### config.mk
export PLATFORM = sky130hd
export DESIGN_NAME = ir_frame_tx
export DESIGN_NICKNAME = d
export VERILOG_FILES = /design/src/rtl/ir_tx_pkg.sv /design/src/rtl/ir_mark_space_timer.sv /design/src/rtl/ir_frame_tx.sv
export SDC_FILE = /design/constraint.sdc
export NUM_CORES = 1
export LEC_CHECK = 0
export ABC_AREA = 1
export CORE_ASPECT_RATIO = 0.5
export CORE_UTILIZATION = 40
export CTS_CLUSTER_SIZE = 30
export DETAILED_ROUTE_END_ITERATION = 7
export PLACE_DENSITY = 0.69
export REMOVE_ABC_BUFFERS = 1
export SYNTH_ARGS = -nofsm -noshare
export SYNTH_HDL_FRONTEND = slang
export SYNTH_SLANG_ARGS = --single-unit
export TNS_END_PERCENT = 50
### constraint.sdc
create_clock -name clk -period 10.2 [get_ports clk]
set_input_delay 1.02 -clock clk [delete_from_list [all_inputs] [get_ports clk]]
set_output_delay 1.02 -clock clk [all_outputs]
set_load 0.02 [all_outputs]
### src/rtl/ir_tx_pkg.sv
// Shared types, default timing and helpers for the IR frame transmitter.
// Timing values are in microseconds and converted to cycles at elaboration.
package ir_tx_pkg;

  typedef enum logic [3:0] {
    ST_IDLE,
    ST_LEAD_M,
    ST_LEAD_S,
    ST_SEG0,
    ST_LINK_M,
    ST_LINK_S,
    ST_SEG1,
    ST_STOP_M,
    ST_RPT_GAP
  } ir_state_e;

  localparam int DEF_CLK_HZ        = 125_000_000;
  localparam int DEF_CARRIER_HZ    = 38_000;
  localparam int DEF_MAX_BITS      = 64;
  localparam int DEF_SEG0_BITS     = 35;
  localparam int DEF_SEG1_BITS     = 32;
  localparam int DEF_LEAD_MARK_US  = 9000;
  localparam int DEF_LEAD_SPACE_US = 4500;
  localparam int DEF_BIT_MARK_US   = 750;
  localparam int DEF_ZERO_SPACE_US = 450;
  localparam int DEF_ONE_SPACE_US  = 1500;
  localparam int DEF_LINK_SPACE_US = 20000;
  localparam int DEF_RPT_GAP_US    = 40000;

  function automatic int us_to_cycles(
    input int clk_hz,
    input int us
  );
    return (clk_hz / 1_000_000) * us;
  endfunction

  function automatic int max2(
    input int a,
    input int b
  );
    return (a > b) ? a : b;
  endfunction

endpackage

### src/rtl/ir_mark_space_timer.sv
// One mark-then-space phase timer; restarted by load on every phase change.
// mark is high for the first mark_cycles cycles, last flags the final cycle.
module ir_mark_space_timer #(
  parameter int W = 16
) (
  input  logic         clk,
  input  logic         rst,
  input  logic         load,
  input  logic [W-1:0] mark_cycles,
  input  logic [W-1:0] space_cycles,
  output logic         mark,
  output logic         last
);

  localparam logic [W-1:0] ONE = W'(1);

  logic [W-1:0] cnt_q;
  logic [W-1:0] cnt_d;
  logic [W-1:0] total;

  assign total = mark_cycles + space_cycles;
  assign cnt_d = load ? '0 : cnt_q + ONE;

  always_ff @(posedge clk or negedge rst) begin
    if (!rst) begin
      cnt_q <= '0;
    end else begin
      cnt_q <= cnt_d;
    end
  end

  assign mark = (cnt_q < mark_cycles);
  assign last = ((cnt_q + ONE) == total);

endmodule

### src/rtl/ir_frame_tx.sv
// IR remote frame transmitter: lead, SEG0, link, SEG1, stop, optional
// repeats with gaps; emits the envelope and the carrier-gated LED drive.
module ir_frame_tx
  import ir_tx_pkg::*;
#(
  parameter int CLK_HZ        = DEF_CLK_HZ,
  parameter int CARRIER_HZ    = DEF_CARRIER_HZ,
  parameter int MAX_BITS      = DEF_MAX_BITS,
  parameter int SEG0_BITS     = DEF_SEG0_BITS,
  parameter int SEG1_BITS     = DEF_SEG1_BITS,
  parameter int LEAD_MARK_US  = DEF_LEAD_MARK_US,
  parameter int LEAD_SPACE_US = DEF_LEAD_SPACE_US,
  parameter int BIT_MARK_US   = DEF_BIT_MARK_US,
  parameter int ZERO_SPACE_US = DEF_ZERO_SPACE_US,
  parameter int ONE_SPACE_US  = DEF_ONE_SPACE_US,
  parameter int LINK_SPACE_US = DEF_LINK_SPACE_US,
  parameter int RPT_GAP_US    = DEF_RPT_GAP_US
) (
  input  logic                clk,
  input  logic                rst,
  input  logic                frame_valid,
  output logic                frame_ready,
  input  logic [MAX_BITS-1:0] seg0_data,
  input  logic [MAX_BITS-1:0] seg1_data,
  input  logic [3:0]          repeat_cnt,
  output logic                busy,
  output logic                done,
  output logic                ir_env_n,
  output logic                ir_mod
);

  localparam int T_LM   = us_to_cycles(CLK_HZ, LEAD_MARK_US);
  localparam int T_LS   = us_to_cycles(CLK_HZ, LEAD_SPACE_US);
  localparam int T_BM   = us_to_cycles(CLK_HZ, BIT_MARK_US);
  localparam int T_ZERO = us_to_cycles(CLK_HZ, ZERO_SPACE_US);
  localparam int T_ONE  = us_to_cycles(CLK_HZ, ONE_SPACE_US);
  localparam int T_LINK = us_to_cycles(CLK_HZ, LINK_SPACE_US);
  localparam int T_GAP  = us_to_cycles(CLK_HZ, RPT_GAP_US);

  localparam int MAXT = max2(
    max2(max2(T_LM, T_LS), max2(T_BM + T_ONE, T_BM + T_ZERO)),
    max2(T_LINK, T_GAP));
  localparam int TW  = $clog2(MAXT) + 1;
  localparam int IW  = $clog2(MAX_BITS + 1);
  localparam int PER = CLK_HZ / CARRIER_HZ;
  localparam int CW  = (PER > 1) ? $clog2(PER) : 1;

  localparam logic [TW-1:0] C_LM   = TW'(T_LM);
  localparam logic [TW-1:0] C_LS   = TW'(T_LS);
  localparam logic [TW-1:0] C_BM   = TW'(T_BM);
  localparam logic [TW-1:0] C_ZERO = TW'(T_ZERO);
  localparam logic [TW-1:0] C_ONE  = TW'(T_ONE);
  localparam logic [TW-1:0] C_LINK = TW'(T_LINK);
  localparam logic [TW-1:0] C_GAP  = TW'(T_GAP);

  localparam logic [IW-1:0] IDX0  = IW'(SEG0_BITS - 1);
  localparam logic [IW-1:0] IDX1  = IW'((SEG1_BITS > 0) ? SEG1_BITS - 1 : 0);
  localparam logic [IW-1:0] I_ONE = IW'(1);

  localparam logic [CW-1:0] PER_M1 = CW'(PER - 1);
  localparam logic [CW-1:0] HALF   = CW'(PER / 2);
  localparam logic [CW-1:0] CA_ONE = CW'(1);

  localparam logic [MAX_BITS-1:0] LSB1 = MAX_BITS'(1);

  if (SEG0_BITS < 1 || SEG0_BITS > MAX_BITS ||
      SEG1_BITS < 0 || SEG1_BITS > MAX_BITS) begin : g_bad_cfg
    $error("ir_frame_tx: SEG0_BITS/SEG1_BITS out of range");
  end

  ir_state_e           state_q, state_d;
  logic [IW-1:0]       idx_q, idx_d;
  logic [3:0]          rpt_q, rpt_d;
  logic [MAX_BITS-1:0] seg0_q, seg0_d;
  logic [MAX_BITS-1:0] seg1_q, seg1_d;
  logic                done_q, done_d;
  logic [CW-1:0]       car_q, car_d;

  logic                load;
  logic [TW-1:0]       mark_c;
  logic [TW-1:0]       space_c;
  logic                tmr_mark;
  logic                tmr_last;
  logic                accept;
  logic [MAX_BITS-1:0] cur_seg;
  logic                cur_bit;
  logic [TW-1:0]       bit_space;

  ir_mark_space_timer #(
    .W(TW)
  ) u_timer (
    .clk         (clk),
    .rst         (rst),
    .load        (load),
    .mark_cycles (mark_c),
    .space_cycles(space_c),
    .mark        (tmr_mark),
    .last        (tmr_last)
  );

  assign frame_ready = (state_q == ST_IDLE);
  assign busy        = ~frame_ready;
  assign accept      = frame_valid & frame_ready;
  assign done        = done_q;

  assign cur_seg   = (state_q == ST_SEG1) ? seg1_q : seg0_q;
  assign cur_bit   = |(cur_seg & (LSB1 << idx_q));
  assign bit_space = cur_bit ? C_ONE : C_ZERO;

  always_comb begin
    state_d = state_q;
    idx_d   = idx_q;
    rpt_d   = rpt_q;
    seg0_d  = seg0_q;
    seg1_d  = seg1_q;
    done_d  = 1'b0;
    load    = 1'b0;
    mark_c  = '0;
    space_c = '0;
    unique case (state_q)
      ST_IDLE: begin
        load = 1'b1;
        if (frame_valid) begin
          state_d = ST_LEAD_M;
          seg0_d  = seg0_data;
          seg1_d  = seg1_data;
          rpt_d   = repeat_cnt;
        end
      end
      ST_LEAD_M: begin
        mark_c = C_LM;
        if (tmr_last) begin
          state_d = ST_LEAD_S;
          load    = 1'b1;
        end
      end
      ST_LEAD_S: begin
        space_c = C_LS;
        if (tmr_last) begin
          state_d = ST_SEG0;
          idx_d   = IDX0;
          load    = 1'b1;
        end
      end
      ST_SEG0: begin
        mark_c  = C_BM;
        space_c = bit_space;
        if (tmr_last) begin
          load = 1'b1;
          if (idx_q == '0) begin
            state_d = (SEG1_BITS == 0) ? ST_STOP_M : ST_LINK_M;
          end else begin
            idx_d = idx_q - I_ONE;
          end
        end
      end
      ST_LINK_M: begin
        mark_c = C_BM;
        if (tmr_last) begin
          state_d = ST_LINK_S;
          load    = 1'b1;
        end
      end
      ST_LINK_S: begin
        space_c = C_LINK;
        if (tmr_last) begin
          state_d = ST_SEG1;
          idx_d   = IDX1;
          load    = 1'b1;
        end
      end
      ST_SEG1: begin
        mark_c  = C_BM;
        space_c = bit_space;
        if (tmr_last) begin
          load = 1'b1;
          if (idx_q == '0) begin
            state_d = ST_STOP_M;
          end else begin
            idx_d = idx_q - I_ONE;
          end
        end
      end
      ST_STOP_M: begin
        mark_c = C_BM;
        if (tmr_last) begin
          load = 1'b1;
          if (rpt_q != 4'd0) begin
            rpt_d   = rpt_q - 4'd1;
            state_d = ST_RPT_GAP;
          end else begin
            state_d = ST_IDLE;
            done_d  = 1'b1;
          end
        end
      end
      ST_RPT_GAP: begin
        space_c = C_GAP;
        if (tmr_last) begin
          state_d = ST_LEAD_M;
          load    = 1'b1;
        end
      end
      default: begin
        state_d = ST_IDLE;
        load    = 1'b1;
      end
    endcase
  end

  // Carrier phase restarts at acceptance so every frame opens on a high half.
  always_comb begin
    car_d = car_q;
    if (accept) begin
      car_d = '0;
    end else if (busy) begin
      car_d = (car_q == PER_M1) ? '0 : car_q + CA_ONE;
    end
  end

  always_ff @(posedge clk or negedge rst) begin
    if (!rst) begin
      state_q <= ST_IDLE;
      idx_q   <= '0;
      rpt_q   <= '0;
      seg0_q  <= '0;
      seg1_q  <= '0;
      done_q  <= 1'b0;
      car_q   <= '0;
    end else begin
      state_q <= state_d;
      idx_q   <= idx_d;
      rpt_q   <= rpt_d;
      seg0_q  <= seg0_d;
      seg1_q  <= seg1_d;
      done_q  <= done_d;
      car_q   <= car_d;
    end
  end

  assign ir_env_n = ~(busy & tmr_mark);
  assign ir_mod   = ~ir_env_n & (car_q < HALF);

endmodule

==> flow_metrics.py <==
metrics = {
    "setup_path": {
        "cp_cell_sequence": "inv_2 -> nand2_1 -> nor2_4 -> buf_4 -> nor2_8 -> nand3_1 -> inv_1 -> ha_1 -> a211o_1 -> o21ai_0 -> a211oi_1 -> o211ai_1 -> o211ai_1 -> nor3_1 -> clkdlybuf4s50_1",
        "crit_required_ns": 9.18,
        "worst_path_most_repeated_cell": "o211ai_1",
        "arrival_ns": 4.88,
        "cp-end-kind": "output pin",
        "slowest_stage": "clkdlybuf4s50_1",
        "crit_path_start_kind": "register",
        "critPathMaxStageDelay_ns": 0.63,
        "crit_type": "register to output pin",
        "critPathMaxFanout": 27,
    },
    "synthesis": {
        "synth.distinct_cells": 46,
        "yosysTopAreaCellShare_pct": 40.5,
        "ys.flop_type": "dfrtp_1",
        "syn_inst": 1605,
        "syn-cell-area_sq_um": 11100,
        "synth.most_common_cell": "nand2_1",
        "avgSynthCellArea_sq_um": 6.92,
        "ys_seq_area_share_pct": 40.5,
        "async_flop_share_pct": 100,
        "synthTopCellsByArea": "dfrtp_1 (41%), nand2_1 (18%), inv_1 (6.8%), nor2_1 (5.7%), o21ai_0 (5.5%)",
        "synth_top_cells_by_count": "nand2_1 (524), inv_1 (202), dfrtp_1 (180), nor2_1 (169), o21ai_0 (123)",
        "ys_warn_count": 0,
        "synth-edff-count": 0,
        "yosys.area.top_type": "dfrtp_1",
        "yosys_register_bits": 180,
    },
    "cts": {
        "cts.path.max_buffers": 2,
        "cts_tree": "yes",
        "clock_latency_ns": 0.45,
        "post_cts_buffers": 0,
        "post_cts_resized": 0,
        "cts_buffers": 17,
        "clk_pin_slew_ns": 0.07,
        "htreeDepth": 4,
        "cts_sinks": 180,
        "ctsHoldBuffers": 0,
        "clockRootBuffer": "clkbuf_16",
    },
    "global_routing": {
        "grtUsageTotal_pct": 22.3,
        "grt_overflow": 0,
        "grt_pass1_wl_microns": 50900,
        "grt_pass1_vias": 10200,
        "grt_max_degree": 103,
        "antenna_found_initial": 0,
    },
    "sta": {
        "drv_slew": 0,
        "grt_setup_unrepaired": "false",
        "period_minus_slack_ns": 5.90,
        "timing.final.ws_setup_ns": 4.30,
        "relSlewSlack_pct": 38.7,
        "period_share_pct": 57.8,
        "hold_ws_ns": 0.477,
        "skew_ns": 0.00851,
        "fmax_ghz": 0.170,
        "setup_tns_ns": 0,
        "tightest_slew_ns": 0.920,
        "setup_violations": 0,
        "hold_viol": 0,
    },
    "drt": {
        "ant_nets": 0,
        "totalWireLength_microns": 30400,
        "dr.pass1.iters": 6,
        "routed-wl-met3_microns": 1400,
        "initialDrtViolationCount": 877,
        "met1_length_microns": 14300,
        "vias_per_cell": 4.96,
        "wl_met2_microns": 14100,
        "drc": 0,
        "vias": 10400,
        "routed.top_layer": "met4",
        "wl_per_cell_microns": 14.5,
    },
    "power": {
        "vdd_drop_max_mv": 0.0880,
        "power_density_nw_per_um2": 115,
        "leakage_nw": 6.44,
        "power_w": 0.00154,
    },
    "floorplanning": {
        "fp.dieW_microns": 238,
        "rows": 42,
        "coreArea_sq_um": 26900,
        "fp.dieH_microns": 120,
        "ios": 140,
        "die_area_sq_um": 28500,
        "start_util_pct": 41.4,
    },
    "cells_and_area": {
        "nets": 1878,
        "final_cells": 2098,
        "fillers": 2658,
        "antenna_cells": 0,
        "area_growth_pct": 20.0,
        "drive_gt1_share_pct": 4.12,
    },
    "min_path": {
        "min_path_type": "register to register",
    },
    "placed_design": {
        "dpl.hpwl_microns": 22000,
        "gp_congestion": 0.960,
        "post-place-cells": 2066,
        "io_buffers": 139,
        "pre_cts_ws_ns": 4.59,
    },
    "run_status": {
        "status": "finished clean",
    },
    "job": {
        "drv_cap": 0,
    },
}
==> report_power, final <==
group	switching, W	leakage, nW	internal [W]
sequential	0.00000968	2.17	0.000743
combinational	0.0000487	3.98	0.0000603
clock	0.000309	0.287	0.000365
==> routing by layer <==
layer,track usage [%],up-vias
li1,-,5278
met1,30.1,4797
met2,37.2,277
met3,3.43,48
met4,6.73,0
met5,0,-
==> metrics by stage <==
stage / util, % / area (sq um)
2_1_floorplan: - / 10800
3_3_place_gp: 47.5 / 12800
3_5_place_dp: 47.5 / 12800
4_1_cts: 49.7 / 13300
5_1_grt: 49.7 / 13300
6_report: 49.7 / 13300
==> layout make-up <==
type | instances | area [sq um] | area share (%)
Clock buffer | 18 | 429 | 3.22
Clock inverter | 14 | 151 | 1.14
Inverter | 209 | 785 | 5.88
Multi-Input combinational cell | 1156 | 5550 | 41.6
Sequential cell | 180 | 4500 | 33.8
Tap cell | 374 | 468 | 3.51
Timing Repair Buffer | 147 | 1450 | 10.9
==> registers in the layout (all words and copies together), names as in the netlist <==
register,count
seg0_q,64
seg1_q,64
u_timer.cnt_q,24
car_q,12
idx_q,7
rpt_q,4
state_q,4
done,1
==> logic make-up after synthesis <==
| kind of cell | synth area share [%] |
|---|---|
| compound gates | 8.30 |
| simple gates | 34.8 |
| buf+inv | 9.59 |
| flops | 40.5 |
| fa+ha+maj | 3.67 |
| xor+xnor | 3.00 |
| mux | 0.0901 |
==> critical path: cells and delay by family, from the launching register on <==
family / cells / cell delay (ns)
buffers and inverters: 4 / 1.41
AO/OA/AOI/OAI: 5 / 0.92
flip-flops: 1 / 0.45
AND/OR/NAND/NOR: 5 / 1.27
adder cells (fa/ha/maj): 1 / 0.36
==> layout by cell type, fill, tap and decap left out, types with 2 or more instances in the layout <==
master	instances
a21oi_1	20
a31oi_1	2
and2_1	2
buf_4	8
bufinv_16	2
clkbuf_16	17
clkdlybuf4s50_1	138
clkinv_1	4
clkinv_2	4
clkinv_4	2
dfrtp_1	180
ha_1	31
inv_1	202
inv_2	3
inv_6	4
nand2_1	524
nand2_2	10
nand2_4	3
nand3_1	115
nand4_1	51
nor2_1	168
nor2_2	4
nor2_4	4
nor3_1	17
nor4_1	5
o211ai_1	5
o21ai_0	123
o21ai_1	11
o21ai_2	2
o22ai_1	3
o32ai_1	3
xnor2_1	11
xor2_1	27
==> path summary, 6_finish.rpt <==
kind / from / to / slack (ns) / cells past startpoint
max: state_q[3] / ir_mod / 4.30 / 15
min: seg0_q[13] / seg0_q[13] / 0.48 / 2
min reg2reg: seg0_q[13] / seg0_q[13] / 0.48 / 2
min in group asynchronous: rst / seg0_q[61] / 0.49 / 1
max in group asynchronous: rst / u_timer.cnt_q[10] / 7.67 / 3
max reg2reg: state_q[3] / state_q[3] / 4.47 / 35
No activity file was read; power rests on OpenSTA's default activity.
